$ cat src/rtl/mac_pkg.sv
// Shared MAC TX/RX definitions: framer states, framing bytes, CRC-32 constants.
package mac_pkg;

  typedef enum logic [2:0] {
    IDLE,
    PRE,
    SFD,
    PAY,
    PAD,
    FCS,
    DROP,
    IFG
  } mac_state_t;

  localparam logic [7:0] PREAMBLE_BYTE = 8'h55;
  localparam logic [7:0] SFD_BYTE      = 8'hD5;

  localparam logic [31:0] CRC_POLY_REFL = 32'hEDB88320;
  localparam logic [31:0] CRC_INIT      = 32'hFFFFFFFF;
  localparam logic [31:0] CRC_RESIDUE   = 32'hDEBB20E3;

  typedef struct packed {
    logic [7:0] data;
    logic       eop;
    logic       err;
  } hold_t;

endpackage

$ cat src/rtl/crc32_d8.sv
// Byte-wide IEEE 802.3 CRC-32 (reflected) register.
// clr reloads the init value; en folds one byte per cycle.
module crc32_d8
  import mac_pkg::*;
(
  input  logic        clk,
  input  logic        rst,
  input  logic        clr,
  input  logic        en,
  input  logic [7:0]  data,
  output logic [31:0] crc
);

  function automatic logic [31:0] crc_next(
    input logic [31:0] c,
    input logic [7:0]  d
  );
    logic [31:0] r;
    r = c ^ {24'h0, d};
    for (int i = 0; i < 8; i++) begin
      if (r[0]) r = (r >> 1) ^ CRC_POLY_REFL;
      else      r = r >> 1;
    end
    return r;
  endfunction

  always_ff @(posedge clk) begin
    if (rst || clr) begin
      crc <= CRC_INIT;
    end else if (en) begin
      crc <= crc_next(crc, data);
    end
  end

endmodule

$ cat src/rtl/tx_frame_builder.sv
// Ethernet TX framer: preamble, SFD, payload, optional pad, FCS, IFG.
// Define TX_PAD_EN to zero-pad short frames up to MIN_FRAME.
module tx_frame_builder
  import mac_pkg::*;
#(
  parameter int DATA_WIDTH   = 8,
  parameter int PREAMBLE_LEN = 7,
  parameter int IFG_BYTES    = 12,
  parameter int MIN_FRAME    = 64
) (
  input  logic                  clk,
  input  logic                  rst,
  input  logic                  stream_in_startofpacket,
  input  logic                  stream_in_endofpacket,
  input  logic                  stream_in_valid,
  input  logic [DATA_WIDTH-1:0] stream_in_data,
  input  logic                  stream_in_error,
  output logic                  stream_in_ready,
  output logic                  stream_out_startofpacket,
  output logic                  stream_out_endofpacket,
  output logic                  stream_out_valid,
  output logic [DATA_WIDTH-1:0] stream_out_data,
  output logic                  stream_out_error,
  output logic                  frame_done,
  output logic                  underrun
);

  if (DATA_WIDTH != 8) begin : g_bad_width
    $error("tx_frame_builder: only DATA_WIDTH = 8 is supported");
  end
  if (MIN_FRAME < 6 || MIN_FRAME > 131) begin : g_bad_min
    $error("tx_frame_builder: MIN_FRAME out of range");
  end
  if (PREAMBLE_LEN < 1 || PREAMBLE_LEN > 16) begin : g_bad_pre
    $error("tx_frame_builder: PREAMBLE_LEN out of range");
  end
  if (IFG_BYTES < 1 || IFG_BYTES > 256) begin : g_bad_ifg
    $error("tx_frame_builder: IFG_BYTES out of range");
  end

  localparam logic [3:0] PRE_LAST = 4'(PREAMBLE_LEN - 1);
  localparam logic [7:0] IFG_LAST = 8'(IFG_BYTES - 1);

  mac_state_t  state;
  mac_state_t  pay_next;
  hold_t       hold;
  logic        frame_err;
  logic [3:0]  pcnt;
  logic [7:0]  icnt;
  logic [1:0]  fcnt;
  logic [31:0] crc;
  logic        crc_clr;
  logic        crc_en;
  logic [7:0]  crc_din;
  logic [7:0]  fcs_raw;
  logic [7:0]  fcs_byte;
  logic        xfer;

  always_comb begin
    stream_in_ready = 1'b0;
    if (!rst) begin
      unique case (state)
        IDLE:    stream_in_ready = 1'b1;
        PAY:     stream_in_ready = !hold.eop;
        DROP:    stream_in_ready = 1'b1;
        default: stream_in_ready = 1'b0;
      endcase
    end
  end

  assign xfer = stream_in_valid && stream_in_ready;

  assign crc_clr = (state == SFD);
  assign crc_en  = (state == PAY) || (state == PAD);
  assign crc_din = (state == PAD) ? 8'h00 : hold.data;

  crc32_d8 u_crc (
    .clk  (clk),
    .rst  (rst),
    .clr  (crc_clr),
    .en   (crc_en),
    .data (crc_din),
    .crc  (crc)
  );

  always_comb begin
    unique case (fcnt)
      2'd0:    fcs_raw = crc[7:0];
      2'd1:    fcs_raw = crc[15:8];
      2'd2:    fcs_raw = crc[23:16];
      default: fcs_raw = crc[31:24];
    endcase
  end

  // An errored frame keeps the raw CRC so the receiver is sure to reject it
  assign fcs_byte = frame_err ? fcs_raw : ~fcs_raw;

`ifdef TX_PAD_EN
  localparam logic [6:0] PAD_TARGET = 7'(MIN_FRAME - 4);

  logic [6:0] cnt;
  logic       pad_needed;

  always_ff @(posedge clk) begin
    if (rst) begin
      cnt <= '0;
    end else if (state == IDLE) begin
      cnt <= '0;
    end else if (crc_en && cnt != PAD_TARGET) begin
      cnt <= cnt + 7'd1;
    end
  end

  assign pad_needed = (cnt < PAD_TARGET - 7'd1);
  assign pay_next   = pad_needed ? PAD : FCS;
`else
  assign pay_next   = FCS;
`endif

  always_ff @(posedge clk) begin
    if (rst) begin
      state                    <= IDLE;
      hold                     <= '0;
      frame_err                <= 1'b0;
      pcnt                     <= '0;
      icnt                     <= '0;
      fcnt                     <= '0;
      stream_out_valid         <= 1'b0;
      stream_out_startofpacket <= 1'b0;
      stream_out_endofpacket   <= 1'b0;
      stream_out_data          <= '0;
      stream_out_error         <= 1'b0;
      frame_done               <= 1'b0;
      underrun                 <= 1'b0;
    end else begin
      stream_out_valid         <= 1'b0;
      stream_out_startofpacket <= 1'b0;
      stream_out_endofpacket   <= 1'b0;
      stream_out_data          <= '0;
      stream_out_error         <= 1'b0;
      frame_done               <= 1'b0;
      underrun                 <= 1'b0;

      unique case (state)
        IDLE: begin
          // First preamble byte leaves with the capture so the IFG is exact
          if (xfer && stream_in_startofpacket) begin
            hold.data                <= stream_in_data;
            hold.eop                 <= stream_in_endofpacket;
            hold.err                 <= stream_in_error;
            frame_err                <= stream_in_error;
            stream_out_valid         <= 1'b1;
            stream_out_startofpacket <= 1'b1;
            stream_out_data          <= PREAMBLE_BYTE;
            pcnt                     <= 4'd1;
            state <= (PREAMBLE_LEN == 1) ? SFD : PRE;
          end
        end

        PRE: begin
          stream_out_valid <= 1'b1;
          stream_out_data  <= PREAMBLE_BYTE;
          pcnt             <= pcnt + 4'd1;
          if (pcnt == PRE_LAST) state <= SFD;
        end

        SFD: begin
          stream_out_valid <= 1'b1;
          stream_out_data  <= SFD_BYTE;
          fcnt             <= '0;
          state            <= PAY;
        end

        PAY: begin
          stream_out_valid <= 1'b1;
          stream_out_data  <= hold.data;
          stream_out_error <= hold.err;
          if (hold.eop) begin
            state <= pay_next;
          end else if (!stream_in_valid || stream_in_startofpacket) begin
            stream_out_error       <= 1'b1;
            stream_out_endofpacket <= 1'b1;
            underrun               <= 1'b1;
            icnt                   <= '0;
            if (stream_in_valid && stream_in_endofpacket) state <= IFG;
            else state <= DROP;
          end else begin
            hold.data <= stream_in_data;
            hold.eop  <= stream_in_endofpacket;
            hold.err  <= stream_in_error;
            frame_err <= frame_err | stream_in_error;
          end
        end

`ifdef TX_PAD_EN
        PAD: begin
          stream_out_valid <= 1'b1;
          stream_out_data  <= 8'h00;
          if (cnt == PAD_TARGET - 7'd1) state <= FCS;
        end
`endif

        FCS: begin
          stream_out_valid <= 1'b1;
          stream_out_data  <= fcs_byte;
          fcnt             <= fcnt + 2'd1;
          if (fcnt == 2'd3) begin
            stream_out_endofpacket <= 1'b1;
            frame_done             <= !frame_err;
            icnt                   <= '0;
            state                  <= IFG;
          end
        end

        DROP: begin
          if (xfer && stream_in_endofpacket) begin
            icnt  <= '0;
            state <= IFG;
          end
        end

        IFG: begin
          icnt <= icnt + 8'd1;
          if (icnt == IFG_LAST) state <= IDLE;
        end

        default: state <= IDLE;
      endcase
    end
  end

endmodule
$ cat config.mk
export PLATFORM = sky130hd
export DESIGN_NAME = tx_frame_builder
export DESIGN_NICKNAME = d
export VERILOG_FILES = /design/src/rtl/mac_pkg.sv /design/src/rtl/crc32_d8.sv /design/src/rtl/tx_frame_builder.sv
export SDC_FILE = /design/constraint.sdc
export NUM_CORES = 1
export LEC_CHECK = 0
export CORE_UTILIZATION = 64
export DETAILED_ROUTE_END_ITERATION = 10
export GPL_TIMING_DRIVEN = 0
export PLACE_DENSITY = 0.92
export SYNTH_ARGS = -nofsm -noshare
export SYNTH_HDL_FRONTEND = slang
export SYNTH_SLANG_ARGS = --single-unit
$ cat constraint.sdc
create_clock -name clk -period 5.07 [get_ports clk]
set_input_delay 0.7605 -clock clk [delete_from_list [all_inputs] [get_ports clk]]
set_output_delay 0.7605 -clock clk [all_outputs]
set_load 0.005 [all_outputs]
== After elaboration in Yosys (flattened, before gate mapping) ==
Index checks and enable logic that the tools add are counted.
Word-level totals
  logic and storage cells: 143
  bits of input ports: 14
  output and inout bits: 15
  register bits after elaboration: 74
Operators by class
  multiplexer cells: 62
  reduce and logical (&&, ||, !) cells: 26
  bitwise operators: 15
  equality and inequality tests: 21
  add/sub/neg operators: 3
Operators by type and width (count)
  32-bit two-way mux: 22
  13-bit inverter with 14-bit output: 8
  8-bit two-way mux: 6
  8-bit one-hot mux with 5 select lines: 1
  8-bit one-hot mux with 4 select lines: 1
  32-bit by 8-bit bitwise XOR with 32-bit output: 1
  10-bit two-way mux: 3
  8-bit one-hot mux with 3 select lines: 1
  3-bit two-way mux: 7
  3-bit one-hot mux with 7 select lines: 1
  10-bit one-hot mux with 2 select lines: 1
  2-bit != test, second input constant: 7
  3-bit equality test, second input constant: 4
  1-bit two-way mux: 11
  8-bit by 1-bit adder with 8-bit output, second input constant: 1
  8-bit by 4-bit equality test with 1-bit output, second input constant: 1
  8-bit inverter: 1
  1-bit one-hot mux with 2 select lines: 4
  4-bit one-hot mux with 2 select lines: 1
  7-bit two-way mux: 1
  3-bit by 2-bit equality test with 1-bit output, second input constant: 2
  6-bit AND reduction: 1
  2-bit nonzero test: 3
  2-bit OR reduction: 3
  23 further kinds: 35

== Logic depth before layout (Yosys ltp) ==
Gate-level depths: netlist (run 1).
  word-level depth: 33
  gate-level depth with buffers: 8
  depth with buffers taken out: 8

== By module ==
From an unflattened synthesis (run 1), not the netlist that was laid out.
Second synthesis, totals
  cells, all modules: 470
  area total of the unflattened synthesis: 4169.0 um^2
By module, submodules not included
  tx_frame_builder: cells an instance 274, sequential area each 840.8 um^2, times used 1, area an instance 2308.5 um^2
  crc32_d8: cells an instance 196, sequential area each 640.6 um^2, times used 1, area an instance 1860.5 um^2

== Least setup slack after synthesis (run 1) ==
No wires, ideal clock.
  path kind: input to output
  from: input port rst
  to: output port stream_in_ready
  data arrival time: 1639 ps
  path buffers: 3
  data required time: 4310 ps
  slack: 2671 ps
  stages on the path: 4
  cells stage by stage: clkbuf_1 clkbuf_1 buf_1 a21oi_1
Between the ends
  word-level cells in the longest chain between the ends: 1
Ends and longest elaborated chain
  from (decl): RTL line tx_frame_builder.sv:12  | input logic rst,
  1-bit two-way mux: RTL line tx_frame_builder.sv:61  | if (!rst) begin
  to (decl): RTL line tx_frame_builder.sv:18  | output logic stream_in_ready,
No other way between the ends.

== Worst setup path in the final report (run 1) ==
Ends and elaborated chain as after synthesis.

==> summary.md, run 1 <==
| Metric | Value |
|---|---|
| Status | complete, no violations |
| Synthesized instance count | 464 |
| Die height | 83.4 um |
| CTS-repair resized insts | 0 |
| TritonCTS clock tree | done |
| Share of layout cells above drive strength 1 | approximately 6.3% |
| Min Tclk post-route | between 3 and 4 ns |
| Deepest clock path buffer count | 2 |
| Post-DP HPWL | 7.32 mm |
| Slew @ Worst Pin | 1.05 ns |
| CP top delay family | buffers and inverters |
| # IOs | 29 |
| Hold Worst Slack | 0.471 ns |
| Arrival time at the worst endpoint | about 2.5 ns |
| Worst vdd rail ir drop | 0.277 mV |
| CTS sink cnt | 74 |
| Vias/cell | 6.23 |
| Rows | 29 |
| Library cells used by synthesis | 55 |
| Cts bufs inserted | 9 |
| Synth area leaders | dfxtp_1 35%, xnor2_1 8.5%, xnor3_1 5.8%, nand2_1 4.3%, nor2_1 3.7% |
| Clock Skews | 0.0114 ns |
| Top cells by count, synth | 74 x dfxtp_1, 48 x nand2_1, 42 x nor2_1 |
| CTS Hold Bufs | 0 |
| Total Routed Length | about 10 mm |
| Crit Path Class | in -> out |
| Final Wtd Congestion | 0.898 |
| Avg WL per Cell | 17.5 um |
| Worst setup SP type | input pin |
| Fin nets | 523 |
| PortBufs | 27 |
| Via Count | 3626 |
| Slowest cell on crit path | clkbuf_1 |
| Vias in the first global route | around 3.4k |
| Final hold vios | 0 |
| Htree depth | 3 |
| Area Growth Syn to Fin | 12.4% |
| Yosys warns | 0 |
| Area leader, netlist | dfxtp_1 |
| Post-synth EDFFs | 0 |
| Diodes inserted | 0 |
| CP peak stage delay | 0.47 ns |
| PD cells | around 390 nW/um^2 |
| Unrepaired setup endpoints after global routing | no |
| Final Cycle Share | 64.1% |
| Filler Cells Inserted | 390 |
| GRT overflow | 0 |
| Iteration-0 DRC Markers | about 500 |
| Clk slew on worst S/H paths | ~0.08 ns |
| Hold Crit Start | hold[0]$_SDFFE_PP0P_ |
| Initial antenna violation count | 0 |
| Most used DFF post-synth | dfxtp_1 |
| CP Cell Sequence | clkbuf_1 > clkbuf_1 > buf_1 > a21oi_1 > clkdlybuf4s50_1 |
| Critical R2R Launch | fcnt[0]$_SDFFE_PP0P_ |
| Setup crit end kind | output port |
| CTS root buf | clkbuf_8 |
| Async SR Flop Fraction | 0% |
| Hold Crit Class | reg -> reg |
| Mapped Area | 4240 um^2 |
| Peak Freq | about 0.3 GHz |
| Clk_lat worst skew | 0.36 ns |
| Die area | 6950 um^2 |
| First-pass GRT wire length | 16.6 mm |
| DR DRC count | 0 |
| Register area share after synthesis | between 30% and 40% |
| Core Footprint | about 6400 um^2 |
| Crit Path Max Fanout | 10 |
| GRT Util Overall | a little under a third |
| Largest net degree at the start of global routing | 12 |
| Max_slew headroom | 29.2% |
| Critical path launch point | rst |
| Count leader, synth | dfxtp_1 |
| Final setup fails | 0 |
| Max-Cap Viols | 0 |
| Postcts setup bufs | 0 |
| Req. time, crit path | 4.31 ns |
| First-pass iteration count of the detailed router | 8 |
| Final Max Tran Viols | 0 |
| Initial Util | between 60 and 70% |
| Syn Nets | 485 |
| Number of buffers and inverters on the critical path | 4 |
| #FFs+latches synth | 74 |
| Final ANT Viol Nets | 0 |
| Setup TNS | 0 ns |
| DIE WIDTH | 83.4 um |
| Syn Area/Cell | 9.14 um^2 |
| Most used cell, CP | clkbuf_1 |
| Yosys top cell area share | 34.9% |
| Pleak | 1.88 nW |
report_power, final:
part           internal (W)  switching (W)
clock              0.000184       0.000210
sequential         0.000642      0.0000534
combinational      0.000364       0.000416
total               0.00119       0.000679
tightest hold or removal path, stage by stage (launching register included):
cell     delay (ns)
dfxtp_1        0.32
nand2_1        0.05
a21oi_1        0.05
cell type report:
type,count,area [um^2],share of cell area [%]
Buffer,25,104,2.18
Inverter,14,52.6,1.10
Tap cell,77,96.3,2.02
Sequential cell,74,1480,31.1
Clock inverter,3,17.5,0.368
Timing Repair Buffer,27,270,5.67
Clock buffer,11,141,2.97
Multi-Input combinational cell,351,2600,54.6
state kept, by name, summed over array words and instances (netlist names):
| name | count |
|---|---|
| fcnt | 2 |
| frame_done | 1 |
| frame_err | 1 |
| hold | 10 |
| icnt | 8 |
| pcnt | 4 |
| state | 3 |
| stream_out_data | 8 |
| stream_out_endofpacket | 1 |
| stream_out_error | 1 |
| stream_out_startofpacket | 1 |
| stream_out_valid | 1 |
| u_crc.crc | 32 |
| underrun | 1 |
stage by stage:
step           setup WS (ns)  total power [W]  util (%)  cell area [um^2]  instances
2_1_floorplan           2.67          0.00128         -              4240        464
5_1_grt                 1.77          0.00196      74.6              4760        582
3_3_place_gp            1.87          0.00144      72.1              4610        568
6_report                1.82          0.00187      74.6              4760        582
4_1_cts                 1.84          0.00186      74.6              4760        582
3_5_place_dp            1.84          0.00147      72.1              4610        568
layout by cell type (no fill, tap or decap), types with 4 or more instances in the layout:
master,n
a221oi_4,4
a22oi_1,4
nor3_1,9
o211ai_1,15
inv_1,13
clkbuf_1,22
dfxtp_1,74
nor2b_1,15
nor2_1,42
nand2_1,48
a222oi_1,8
xnor2_1,41
a22o_1,8
clkdlybuf4s50_1,27
xor2_1,18
clkbuf_8,10
a21oi_1,26
and2_1,4
o21ai_0,18
xnor3_1,11
ha_1,7
a31oi_1,9
o21ai_1,6
nand3_1,7
mux2i_1,9
routing by layer:
| metal | up-vias | wire length [um] | GRT usage (%) |
|---|---|---|---|
| li1 | 1698 | - | - |
| met1 | 1675 | 4080 | 39.0 |
| met2 | 224 | 4820 | 49.9 |
| met3 | 29 | 1060 | 7.06 |
| met4 | 0 | 230 | 11.4 |
| met5 | - | 0 | 0 |
final timing paths:
path | end | slack, ns | depth (start not counted)
setup / recovery | stream_in_ready | 1.82 | 5
hold / removal | hold[0]$_SDFFE_PP0P_ | 0.47 | 2
setup reg to reg | state[1]$_SDFFE_PP0P_ | 2.33 | 6
hold reg to reg | hold[0]$_SDFFE_PP0P_ | 0.47 | 2
cell families after synthesis:
logic type | synth area share (%)
buffers and inverters | 3.69
flip-flops | 34.9
AND/OR/NAND/NOR | 16.5
AO/OA/AOI/OAI | 18.7
XOR/XNOR | 22.0
adder cells (fa/ha/maj) | 2.07
multiplexers | 2.13
Note: power is estimated with default switching activity, not from simulation.
==> inputs of run 2 (changes only) <==
- CORE_UTILIZATION: 64 -> 59
- PLACE_DENSITY: 0.92 -> 0.86
- clock period: 5.07 -> 3.1 ns (I/O delays scaled with it)
==> summary.md, run 2 (synthesis results as in run 1) <==
| Metric | Value |
|---|---|
| Setup TNS | 0 ns (unchanged) |
| CP peak stage delay | 0.60 ns (was 0.47 ns) |
| Reg with most FFs | u_crc.crc (unchanged) |
| Setup slack after layout | 0.311 ns (was 1.82 ns) |
| Pre-CTS setup slack | 0.293 ns (was 1.84 ns) |
| Status | complete, no violations (unchanged) |
| Max_slew headroom | 28.9% (was 29.2%) |
| Worst setup SP type | flop (was input pin) |
| TritonCTS clock tree | done (unchanged) |
| # IOs | 29 (unchanged) |
| Final Wtd Congestion | 0.909 (was 0.898) |
| Fin nets | 523 (unchanged) |
| Core Footprint | 6870 um^2 (was 6390 um^2) |
| Path depth of the worst reg2reg path | 6 (unchanged) |
| Via Count | 3608 (was 3626) |
| First-pass iteration count of the detailed router | 5 (was 8) |
| Arrival time at the worst endpoint | 3.07 ns (was 2.49 ns) |
| Vias/cell | 5.98 (was 6.23) |
| Largest net degree at the start of global routing | 14 (was 12) |
| Final ANT Viol Nets | 0 (unchanged) |
| Initial antenna violation count | 0 (unchanged) |
| Worst vdd rail ir drop | 0.333 mV (was 0.277 mV) |
| Total Routed Length | 10.6 mm (was 10.2 mm) |
| Pwr Total | 0.00317 W (was 0.00187 W) |
| Die area | 7530 um^2 (was 6950 um^2) |
| Hold Crit Class | reg -> reg (unchanged) |
| CTS-repair resized insts | 0 (unchanged) |
| Clk slew on worst S/H paths | 0.08 ns (about the same) |
| Slew @ Worst Pin | 1.06 ns (was 1.05 ns) |
| Rows | 30 (was 29) |
| Final Cycle Share | 90.0% |
| Share of layout cells above drive strength 1 | 6.71% (was 6.34%) |
| Max-Cap Viols | 0 (unchanged) |
| Htree depth | 3 (unchanged) |
| CTS root buf | clkbuf_8 (unchanged) |
| Deepest clock path buffer count | 2 (unchanged) |
| CTS Hold Bufs | 0 (unchanged) |
| Post-DP HPWL | 7.61 mm (was 7.32 mm) |
| Largest registers | u_crc.crc: 32 flops, hold: 10 flops (unchanged) |
| Unrepaired setup endpoints after global routing | no (unchanged) |
| Diodes inserted | 0 (unchanged) |
| CP top delay family | simple AND/OR/NAND/NOR gates (was buffers and inverters) |
| Pleak | 1.90 nW (was 1.88 nW) |
| Postcts setup bufs | 0 (unchanged) |
| Clk_lat worst skew | 0.35 ns (was 0.36 ns) |
| Cts bufs inserted | 9 (unchanged) |
| DR DRC count | 0 (unchanged) |
| DIE WIDTH | 86.8 um (was 83.4 um) |
| Crit Path Max Fanout | 10 (unchanged) |
| Vias in the first global route | 3426 (was 3377) |
| PortBufs | 27 (unchanged) |
| Final hold vios | 0 (unchanged) |
| DP Area | 4630 um^2 (was 4610 um^2) |
| Final setup fails | 0 (unchanged) |
| First-pass GRT wire length | 17.0 mm (was 16.6 mm) |
| Max FFs per register | 32 (unchanged) |
| CTS sink cnt | 74 (unchanged) |
| Final Util | 70.2% (was 74.6%) |
| Crit Path Class | reg -> reg (was in -> out) |
| PD cells | 656 nW/um^2 (was 392 nW/um^2) |
| Setup crit end kind | flop (was output port) |
| GRT Util Overall | 29.8% (was 30.4%) |
| Peak Freq | 0.358 GHz |
| Commonest cells after routing, fill and taps aside | 74 x dfxtp_1, 48 x nand2_1, 42 x nor2_1, 41 x xnor2_1, 27 x clkdlybuf4s50_1 (unchanged) |
| Initial Util | 61.7% (was 66.4%) |
| Iteration-0 DRC Markers | 358 (was 499) |
| Die height | 86.8 um (was 83.4 um) |
| Number of buffers and inverters on the critical path | 1 (was 4) |
| Avg WL per Cell | 17.6 um (was 17.5 um) |
| Worst Hold Depth | 2 (unchanged) |
| Final Max Tran Viols | 0 (unchanged) |
| Slowest cell on crit path | clkbuf_1 (unchanged) |
| CP Cell Sequence | ha_1 > clkbuf_1 > o32a_1 > or4b_1 > or3b_2 > a21oi_1 (was clkbuf_1 > clkbuf_1 > buf_1 > a21oi_1 > clkdlybuf4s50_1) |
| Min Tclk post-route | approximately 2.8 ns |
| Commonest non-fill, non-tap cell in the layout | dfxtp_1 (unchanged) |
| Post-route cell area | 4820 um^2 (was 4760 um^2) |
| Clock Skews | 0.0138 ns (was 0.0114 ns) |
| Req. time, crit path | 3.38 ns (was 4.31 ns) |
| CP Depth | 6 (was 5) |
| GRT overflow | 0 (unchanged) |
| Area Growth Syn to Fin | 13.8% (was 12.4%) |
-- run 2: worst reg2reg max path, stage by stage, from the launching register on --
cell and delay (ns):
dfxtp_1 0.42, ha_1 0.18, clkbuf_1 0.60, o32a_1 0.39, or4b_1 0.55, or3b_2 0.47, a21oi_1 0.12
-- run 2: path summary, 6_finish.rpt --
check | from | endpoint | slack [ns]
setup / recovery | fcnt[0]$_SDFFE_PP0P_ | state[1]$_SDFFE_PP0P_ | 0.31
hold / removal | hold[0]$_SDFFE_PP0P_ | hold[0]$_SDFFE_PP0P_ | 0.48
setup reg to reg | fcnt[0]$_SDFFE_PP0P_ | state[1]$_SDFFE_PP0P_ | 0.31
hold reg to reg | hold[0]$_SDFFE_PP0P_ | hold[0]$_SDFFE_PP0P_ | 0.48
-- run 2: stage by stage --
| step | hold WS (ns) | std cells |
|---|---|---|
| after floorplan | 0.437 | 464 |
| after global placement | 0.447 | 587 |
| after detailed placement | 0.455 | 587 |
| after CTS | 0.467 | 603 |
| after global routing | 0.502 | 603 |
| final | 0.478 | 603 |
-- run 2: power breakdown --
| part | internal, W | leakage [nW] | switching (W) | total [W] |
|---|---|---|---|---|
| registers | 0.00105 | 0.600 | 0.0000897 | 0.00114 |
| clock network | 0.000373 | 0.0925 | 0.000374 | 0.000747 |
| logic | 0.000595 | 1.20 | 0.000686 | 0.00128 |
| total | 0.00202 | 1.90 | 0.00115 | 0.00317 |
-- run 2: cell type report --
| class | count | area, um^2 |
|---|---|---|
| Buffer | 25 | 104 |
| Inverter | 14 | 52.6 |
| Timing Repair Buffer | 27 | 270 |
| Clock buffer | 10 | 128 |
| Multi-Input combinational cell | 351 | 2600 |
| Tap cell | 96 | 120 |
| Clock inverter | 6 | 67.6 |
| Sequential cell | 74 | 1480 |
| Fill cell | 517 | 2040 |
-- run 2: metal layers --
layer  global-route usage (%)  share of wire, %
met5                        0                 0
met4                     12.7               2.2
met3                     5.33               8.4
met2                     49.6                48
met1                     38.1                41
==> inputs of run 3 (changes only) <==
- HOLD_SLACK_MARGIN: not set -> 0.06
- SKIP_CTS_REPAIR_TIMING: not set -> 1
==> results of run 3 <==
No change in the layout: final DEF, timing and power equal those of run 2.
